$ cat src/rtl/uart_step_bridge_pkg.sv
// uart_step_bridge_pkg: state encoding and frame constants shared by the UART step bridge.
// Frame length depends on UART_STEP_CHECKSUM_EN.
package uart_step_bridge_pkg;
    typedef enum logic [2:0] {RECV, STEP_LO, STEP_HI, TX0, TX1, WAIT_HI, WAIT_LO, NAK} state_t;
    localparam logic [7:0] NAK_BYTE = 8'hEE;
    localparam int WORD_BYTES = 4;
`ifdef UART_STEP_CHECKSUM_EN
    localparam int FRAME_BYTES = WORD_BYTES + 1;
    function automatic logic [7:0] xor_bytes(input logic [31:0] w);
        return w[7:0] ^ w[15:8] ^ w[23:16] ^ w[31:24];
    endfunction
`else
    localparam int FRAME_BYTES = WORD_BYTES;
`endif
endpackage

$ cat src/rtl/uart_step_bridge_tx_seq.sv
// uart_tx_seq: sends one byte per request, gated on tx_busy, then tracks busy high/low.
// Idles in TX0; done pulses combinationally when the transmitter goes idle again.
module uart_tx_seq
    import uart_step_bridge_pkg::*;
(
    input  logic       CLK,
    input  logic       RST_N,
    input  logic       req,
    input  logic [7:0] byte_in,
    input  logic       tx_busy,
    output logic [7:0] tx_data,
    output logic       tx_start,
    output logic       done
);
    state_t     state_q, state_d;
    logic [7:0] data_q, data_d;
    logic       start_q, start_d;

    always_comb begin
        state_d = state_q;
        data_d  = data_q;
        start_d = 1'b0;
        done    = 1'b0;
        case (state_q)
            WAIT_HI: if (tx_busy) state_d = WAIT_LO;
            WAIT_LO: if (!tx_busy) begin
                state_d = TX0;
                done    = 1'b1;
            end
            default: if (req && !tx_busy) begin
                state_d = WAIT_HI;
                data_d  = byte_in;
                start_d = 1'b1;
            end
        endcase
    end

    always_ff @(posedge CLK or negedge RST_N) begin
        if (!RST_N) begin
            state_q <= TX0;
            data_q  <= '0;
            start_q <= 1'b0;
        end else begin
            state_q <= state_d;
            data_q  <= data_d;
            start_q <= start_d;
        end
    end

    assign tx_data  = data_q;
    assign tx_start = start_q;
endmodule

$ cat src/rtl/uart_step_bridge.sv
// uart_step_bridge: collects RX bytes into a 32-bit word, single-steps control, returns result over TX.
// UART_STEP_CHECKSUM_EN adds a 5th XOR checksum byte with a NAK reply on mismatch.
module uart_step_bridge
    import uart_step_bridge_pkg::*;
#(
    parameter int TIMEOUT_CYCLES  = 50000,
    parameter int STEP_LOW_CYCLES = 1,
    parameter int SETTLE_CYCLES   = 1
) (
    input  logic        CLK,
    input  logic        RST_N,
    input  logic [7:0]  rx_data,
    input  logic        rx_ready,
    input  logic        tx_busy,
    output logic [7:0]  tx_data,
    output logic        tx_start,
    output logic [31:0] word,
    output logic        step_clk,
    input  logic [15:0] result,
    output logic        err
);
    localparam int GW = $clog2(TIMEOUT_CYCLES + 1);

    state_t        state_q, state_d;
    logic [2:0]    idx_q, idx_d;
    logic [31:0]   word_q, word_d;
    logic [GW-1:0] gap_q, gap_d;
    logic [15:0]   cnt_q, cnt_d;
    logic [15:0]   res_q, res_d;
    logic          step_q, step_d;
    logic          done;

    uart_tx_seq u_tx (
        .CLK     (CLK),
        .RST_N   (RST_N),
        .req     (state_q == TX0 || state_q == TX1 || state_q == NAK),
        .byte_in (state_q == NAK ? NAK_BYTE : (state_q == TX1 ? res_q[15:8] : res_q[7:0])),
        .tx_busy (tx_busy),
        .tx_data (tx_data),
        .tx_start(tx_start),
        .done    (done)
    );

    always_comb begin
        state_d = state_q;
        idx_d   = idx_q;
        word_d  = word_q;
        gap_d   = gap_q;
        cnt_d   = cnt_q;
        res_d   = res_q;
        err     = 1'b0;
        case (state_q)
            RECV: if (rx_ready) begin
                gap_d = '0;
                idx_d = idx_q + 3'd1;
                if (idx_q < 3'(WORD_BYTES)) word_d[{idx_q[1:0], 3'b000} +: 8] = rx_data;
                if (idx_q == 3'(FRAME_BYTES - 1)) begin
                    idx_d   = '0;
                    cnt_d   = '0;
                    state_d = STEP_LO;
`ifdef UART_STEP_CHECKSUM_EN
                    if (rx_data != xor_bytes(word_q)) begin
                        state_d = NAK;
                        err     = 1'b1;
                    end
`endif
                end
            end else if (idx_q != '0) begin
                // a byte arriving on the timeout cycle takes the branch above instead
                if (gap_q == GW'(TIMEOUT_CYCLES - 1)) begin
                    err   = 1'b1;
                    idx_d = '0;
                    gap_d = '0;
                end else begin
                    gap_d = gap_q + 1'b1;
                end
            end
            STEP_LO: if (cnt_q == 16'(STEP_LOW_CYCLES - 1)) begin
                state_d = STEP_HI;
                cnt_d   = '0;
            end else begin
                cnt_d = cnt_q + 16'd1;
            end
            STEP_HI: if (cnt_q == 16'(SETTLE_CYCLES - 1)) begin
                state_d = TX0;
                res_d   = result;
            end else begin
                cnt_d = cnt_q + 16'd1;
            end
            TX0: if (done) state_d = TX1;
            default: if (done) state_d = RECV;
        endcase
        if (rx_ready && state_q != RECV) err = 1'b1;
        step_d = (state_d != STEP_LO);
    end

    always_ff @(posedge CLK or negedge RST_N) begin
        if (!RST_N) begin
            state_q <= RECV;
            idx_q   <= '0;
            word_q  <= '0;
            gap_q   <= '0;
            cnt_q   <= '0;
            res_q   <= '0;
            step_q  <= 1'b1;
        end else begin
            state_q <= state_d;
            idx_q   <= idx_d;
            word_q  <= word_d;
            gap_q   <= gap_d;
            cnt_q   <= cnt_d;
            res_q   <= res_d;
            step_q  <= step_d;
        end
    end

    assign word     = word_q;
    assign step_clk = step_q;
endmodule

$ cat config.mk
export PLATFORM = sky130hd
export DESIGN_NAME = uart_step_bridge
export DESIGN_NICKNAME = d
export VERILOG_FILES = /design/src/rtl/uart_step_bridge_pkg.sv /design/src/rtl/uart_step_bridge_tx_seq.sv /design/src/rtl/uart_step_bridge.sv
export SDC_FILE = /design/constraint.sdc
export NUM_CORES = 1
export LEC_CHECK = 0
export ABC_AREA = 1
export CORE_MARGIN = 2
export CORE_UTILIZATION = 35
export DETAILED_ROUTE_END_ITERATION = 16
export HOLD_SLACK_MARGIN = 0.12
export SLEW_MARGIN = 20
export SYNTH_ARGS = -nofsm -noshare
export SYNTH_HDL_FRONTEND = slang
export SYNTH_SLANG_ARGS = --single-unit
$ cat constraint.sdc
create_clock -name CLK -period 2.3 [get_ports CLK]
set_input_delay 0.46 -clock CLK [delete_from_list [all_inputs] [get_ports CLK]]
set_output_delay 0.46 -clock CLK [all_outputs]
set_load 0.01 [all_outputs]
==> impl_metrics.env, run 1 <==
export IMPL_cts_buffers=9
export IMPL_synth_edf_count=0
export IMPL_cp_end_kind="primary output"
export IMPL_start_util_pct=36.2
export IMPL_grt_met1_usage_pct=23.8
export IMPL_crit_path_start_kind="register"
export IMPL_io_pin_count=71
export IMPL_cp_slowest_cell="dfrtp_1"
export IMPL_routabilityCongestion=0.873
export IMPL_crit_family="simple AND/OR/NAND/NOR gates"
export IMPL_outcome="completed"
export IMPL_cts_tree="built"
export IMPL_grt_max_degree=44
export IMPL_crit_buf_inv=2
export IMPL_slew_headroom_pct=62.1
export IMPL_cts_path_max_buffers=2
export IMPL_worstMarginPinSlew_ns=0.567
export IMPL_grt_usage_pct=17.7
export IMPL_pwr_share_clk_pct=17.7
export IMPL_grt_pass1_vias=4948
export IMPL_ys_seq_area_share_pct=46.8
export IMPL_critPathArrivalTime_ns=1.66
export IMPL_fillers=1494
export IMPL_layout_drive_gt1_share_pct=7.97
export IMPL_async_reset_ff_share_pct=100
export IMPL_finClkSkew_ns=0.00811
export IMPL_post_drt_via_cell_ratio=5.06
export IMPL_cts_sinks=99
export IMPL_pwr_share_comb_pct=49.3
export IMPL_antenna_left=0
export IMPL_worstSetupPathType="reg -> out"
export IMPL_drtPass1Iterations=5
export IMPL_fin_nets=821
export IMPL_coreArea_um2=14600
export IMPL_maxSlewViolCount=0
export IMPL_ir_drop_mv=0.766
export IMPL_die_x_um=127
export IMPL_die_height_um=127
export IMPL_grt_met3_usage_pct=3.27
export IMPL_clk_pin_slew_ns=0.07
export IMPL_switching_share_pct=44.3
export IMPL_power_leakage_uw=0.00333
export IMPL_grt_overflow_total=0
export IMPL_power_density_nw_per_um2=1340
export IMPL_post_drt_wl_per_cell_um=14.0
export IMPL_crit_fanout=4
export IMPL_cp_cell_sequence="ha_2, nand2_1, inv_1, nand2_1, nor2_1, nand2_1, nand2_1, and3_1, clkbuf_2"
export IMPL_root_buffer="clkbuf_16"
export IMPL_dpl_worst_slack_ns=-0.00806
export IMPL_power_total_uw=8870
export IMPL_dieArea_um2=16200
export IMPL_insertion_delay_ns=0.36
export IMPL_final_cell_mix="219 x nand2_1, 96 x dfrtp_1, 74 x nand3_1"
export IMPL_syn_nets=737
export IMPL_dp_hpwl_um=9780
export IMPL_gr_usage_met2_pct=28.7
export IMPL_p_seq_share_pct=33.0
export IMPL_area_growth_pct=24.4
export IMPL_period_needed_ns=2.12
export IMPL_fin_crit_sh_pct=92.1
export IMPL_fmax_ghz=0.472
export IMPL_critPathMaxStageDelay_ns=0.38
export IMPL_antenna_found_initial=0
export IMPL_fin_hold_ws_ns=0.485
export IMPL_final_common_cell="nand2_1"
export IMPL_ys_flop_type="dfrtp_1"
export IMPL_drt_iter0_markers=250
export IMPL_finalSetupViolCount=0
export IMPL_port_buffers=70
export IMPL_min_path_type="reg -> reg"
export IMPL_htree_levels=3
export IMPL_rsz0062_at_grt="false"
export IMPL_p_int_uw=4940
export IMPL_netlist_area_um2=5310
export IMPL_drc=0
export IMPL_vias=4926
export IMPL_timing_setup_tns_ns=0
export IMPL_grt_first_pass_wirelength_um=23300
export IMPL_busiest_layer="met2"
export IMPL_yosys_cell_types_count=37
export IMPL_setup_slack_ns=0.182
export IMPL_yosysWarningCount=0
export IMPL_utilization_pct=45.1
export IMPL_synthCells=701
export IMPL_antenna_cells=0
export IMPL_rows=44
export IMPL_path_common_cell="nand2_1"
export IMPL_hold_violations=0
export IMPL_synth_avg_cell_area_um2=7.57
export IMPL_required_ns=1.84
export IMPL_routed_wl_um=13600
export IMPL_power_switching_uw=3930
export IMPL_maxCapViolCount=0
export IMPL_synth_seq_cells=99
## final timing paths
check                      slack [ns]                         from  cells after the start                           to
setup / recovery                 0.18         gap_q[0]$_DFFE_PN0P_                      9                          err
max in group asynchronous        0.97                        RST_N                      3        gap_q[14]$_DFFE_PN0P_
hold reg to reg                  0.48  u_tx.tx_data[1]$_DFFE_PN0P_                      2  u_tx.tx_data[1]$_DFFE_PN0P_
setup reg to reg                 0.52         state_q[0]$_DFF_PN0_                      8         word[18]$_DFFE_PN0P_
hold / removal                   0.48  u_tx.tx_data[1]$_DFFE_PN0P_                      2  u_tx.tx_data[1]$_DFFE_PN0P_
min in group asynchronous        0.64                        RST_N                      2         cnt_q[2]$_DFFE_PN0P_
## power groups by stage
stage	Combinational (uW)	Clock [uW]	Sequential, uW
finish	4370	1570	2930
global route	4920	1670	3020
CTS	4410	1610	2930
detailed placement	4390	0	2940
global placement	4320	0	2920
floorplan	2640	0	3010
## flip-flops by register name, summed over array words and instances, names as in the netlist
register       count
step_clk           1
word              32
res_q             16
cnt_q             16
gap_q             16
u_tx.tx_data       8
state_q            3
u_tx.tx_start      1
idx_q              3
u_tx.state_q       3
## cells by family (layout without fill, tap and decap cells)
family / after synthesis / after routing / synth area share (%)
AO/OA/AOI/OAI: 93 / 93 / 9.48
XOR/XNOR: 4 / 4 / 0.660
adder cells (fa/ha/maj): 8 / 8 / 1.89
buffers and inverters: 87 / 176 / 6.58
flip-flops: 99 / 99 / 46.8
AND/OR/NAND/NOR: 410 / 410 / 34.6
## synthesized netlist by cell type, types with 2 or more instances
| cell type | instances | share of area [%] |
|---|---|---|
| buf_4 | 2 | 0.28 |
| ha_1 | 8 | 1.9 |
| inv_1 | 68 | 4.8 |
| buf_2 | 5 | 0.47 |
| inv_2 | 4 | 0.28 |
| and2_1 | 2 | 0.24 |
| nand3_4 | 2 | 0.66 |
| nand2_1 | 219 | 15 |
| and3_1 | 2 | 0.24 |
| nor3_1 | 6 | 0.57 |
| nand2_4 | 2 | 0.42 |
| nor2_4 | 8 | 1.7 |
| dfrtp_1 | 96 | 45 |
| xor2_1 | 3 | 0.50 |
| clkbuf_1 | 5 | 0.35 |
| nor2_2 | 2 | 0.24 |
| nor2_1 | 72 | 5.1 |
| nand4_1 | 15 | 1.8 |
| nand3_1 | 74 | 7.0 |
| nand2_2 | 2 | 0.24 |
| o21ai_0 | 64 | 6.0 |
| dfstp_2 | 3 | 1.5 |
| o211ai_1 | 11 | 1.6 |
| a21oi_1 | 13 | 1.2 |
## area by class of cell
type                            instances  area [um2]  share of cell area (%)
Clock inverter                          7        75.1                    1.14
Clock buffer                            9         225                    3.41
Tap cell                              184         230                    3.49
Multi-Input combinational cell        515        2480                    37.5
Inverter                               73         274                    4.15
Sequential cell                        99        2480                    37.6
Timing Repair Buffer                   87         836                    12.7
## through the flow
step | cell area [um2] | instances
global placement | 6280 | 956
finish | 6600 | 974
global route | 6600 | 974
floorplan | 5310 | 701
detailed placement | 6280 | 956
CTS | 6590 | 973
## repair_timing
| item | 4_1_cts | 5_1_grt |
|---|---|---|
| setup buffers | 0 | 1 |
| endpoints found under the hold margin | 19 | 0 |
| hold buffers | 1 | 0 |
| endpoints found under the setup margin | 1 | 1 |
| gates resized for setup | 1 | 3 |
| gates cloned | 0 | 0 |
## metal layers
| metal | wire (um) | share of wire [%] |
|---|---|---|
| met1 | 6420 | 47 |
| met2 | 6430 | 47 |
| met3 | 605 | 4.4 |
| met4 | 170 | 1.2 |
| met5 | 0 | 0 |
## worst reg2reg max path: cells and delay by family (launching register included)
kind / cells / cell delay, ns
simple gates: 6 / 0.98
flops: 1 / 0.46
buf+inv: 2 / 0.27
No activity file was read; power rests on OpenSTA's default activity.
==> run 2, diff against run 1 <==
CORE_UTILIZATION = 30   (was 35)
==> run 2 against run 1 <==
Count of clock-buffer cells in the layout is 3 higher. Cell area grew 0.74%. Total power fell by 1.4%. Combinational power about the same. Die area is 16% higher. Critical endpoint unchanged. Via count is 4.2% lower. Non-clock buffer count is 2 higher. Cell count is 4.4% higher. Critical path depth unchanged. Sequential power barely moved. Sequential share of layout area down 0.28 points. Clock power decreased by 9%.
==> impl_metrics.env, run 2 (same netlist as run 1, synthesis figures left out) <==
export IMPL_io_pin_count=71
export IMPL_power_leakage_uw=0.00333
export IMPL_die_height_um=137
export IMPL_grt_max_degree=48
export IMPL_fin_crit_sh_pct=94.2
export IMPL_worstSetupPathType="reg -> out"
export IMPL_coreArea_um2=17300
export IMPL_final_common_cell="nand2_1"
export IMPL_rows=48
export IMPL_cts_buffers=9
export IMPL_cts_path_max_buffers=2
export IMPL_dpl_worst_slack_ns=-0.0388
export IMPL_antenna_found_initial=0
export IMPL_routabilityCongestion=0.865
export IMPL_area_growth_pct=25.3
export IMPL_crit_fanout=4
export IMPL_reg2regPathDepth=9
export IMPL_period_needed_ns=2.17
export IMPL_cts_tree="built"
export IMPL_slew_headroom_pct=60.5
export IMPL_min_path_type="reg -> reg"
export IMPL_drc=0
export IMPL_hold_violations=0
export IMPL_htree_levels=3
export IMPL_ir_drop_mv=0.749
export IMPL_largest_register_ffs=32
export IMPL_outcome="completed"
export IMPL_rr_startpoint="cnt_q[0]$_DFFE_PN0P_"
export IMPL_grt_usage_pct=14.7
export IMPL_antenna_left=0
export IMPL_root_buffer="clkbuf_16"
export IMPL_finalSetupViolCount=0
export IMPL_routed_wl_um=13200
export IMPL_setup_worst_path_end="err"
export IMPL_vias=4721
export IMPL_dp_hpwl_um=9630
export IMPL_clk_pin_slew_ns=0.07
export IMPL_worstMarginPinSlew_ns=0.590
export IMPL_post_drt_via_cell_ratio=4.64
export IMPL_drtPass1Iterations=5
export IMPL_cp_end_kind="primary output"
export IMPL_die_x_um=137
export IMPL_cts_sinks=99
export IMPL_final_cell_mix="219 x nand2_1, 96 x dfrtp_1, 74 x nand3_1"
export IMPL_drt_iter0_markers=280
export IMPL_insertion_delay_ns=0.35
export IMPL_maxCapViolCount=0
export IMPL_grt_pass1_vias=4477
export IMPL_fmax_ghz=0.462
export IMPL_reg2reg_to="cnt_q[2]$_DFFE_PN0P_"
export IMPL_grt_overflow_total=0
export IMPL_crit_path_start_kind="register"
export IMPL_port_buffers=70
export IMPL_start_util_pct=30.7
export IMPL_critPathArrivalTime_ns=1.71
export IMPL_setup_slack_ns=0.133
export IMPL_fin_nets=823
export IMPL_startpoint="gap_q[0]$_DFFE_PN0P_"
export IMPL_post_drt_wl_per_cell_um=13.0
export IMPL_grt_first_pass_wirelength_um=22100
export IMPL_power_total_uw=8750
export IMPL_required_ns=1.84
export IMPL_finClkSkew_ns=0.00566
export IMPL_power_density_nw_per_um2=1320
export IMPL_antenna_cells=0
export IMPL_layout_drive_gt1_share_pct=7.95
export IMPL_r2r_slack_ns=0.53
export IMPL_maxSlewViolCount=0
export IMPL_dieArea_um2=18800
run 2: critical path: stages (launching register included):
cell      delay [ns]
dfrtp_1         0.42
ha_4            0.18
nand2_1         0.07
inv_1           0.05
nand2_1         0.04
nor2_1          0.08
nand2_1         0.10
nand2_1         0.10
and3_1          0.18
clkbuf_2        0.14
run 2: stage by stage:
stage | area [um2] | hold slack [ns] | TNS [ns] | instances | util (%)
2_1_floorplan | 5310 | 0.164 | 0 | 701 | -
3_3_place_gp | 6350 | 0.454 | -0.0358 | 999 | 36.7
3_5_place_dp | 6350 | 0.459 | -0.0388 | 999 | 36.7
4_1_cts | 6640 | 0.490 | 0 | 1016 | 38.4
5_1_grt | 6650 | 0.502 | -0.00917 | 1017 | 38.4
6_report | 6650 | 0.490 | 0 | 1017 | 38.4
run 2: worst min-delay path by stage:
stage / from / end / slack, ns / cells after the start
floorplan: RST_N / cnt_q[0]$_DFFE_PN0P_ / 0.16 / 0
global placement: RST_N / word[4]$_DFFE_PN0P_ / 0.45 / 1
detailed placement: RST_N / word[6]$_DFFE_PN0P_ / 0.46 / 1
CTS: u_tx.tx_data[1]$_DFFE_PN0P_ / u_tx.tx_data[1]$_DFFE_PN0P_ / 0.49 / 2
global route: u_tx.tx_data[4]$_DFFE_PN0P_ / u_tx.tx_data[4]$_DFFE_PN0P_ / 0.50 / 2
finish: u_tx.state_q[0]$_DFFE_PN1P_ / u_tx.state_q[0]$_DFFE_PN1P_ / 0.49 / 2
run 2: timing repair:
| action | CTS | global route |
|---|---|---|
| endpoints found under the setup margin | 1 | 1 |
| hold endpoints to repair | 33 | 0 |
| buffers inserted | 0 | 1 |
| resized for setup | 3 | 2 |
| hold buffers | 1 | 0 |
run 2: layout make-up:
type | count | area, um2
clock buffer | 12 | 246
tap | 225 | 282
clock inverter | 4 | 26.3
sequential | 99 | 2480
fill | 1851 | 10600
multi-input combinational | 515 | 2490
inverter | 73 | 274
timing repair buffer | 89 | 851
run 2: where the power goes:
| group | leakage, uW | total (uW) | internal (uW) | switching, uW |
|---|---|---|---|---|
| clock | 0.000133 | 1430 | 765 | 669 |
| sequential | 0.00130 | 2920 | 2450 | 470 |
| combinational | 0.00190 | 4400 | 1670 | 2730 |
run 2: metal layers:
layer	routed length, um	track usage [%]
met3	728	4.63
met2	5830	22.6
met5	0	0
met4	142	2.81
met1	6510	20.4
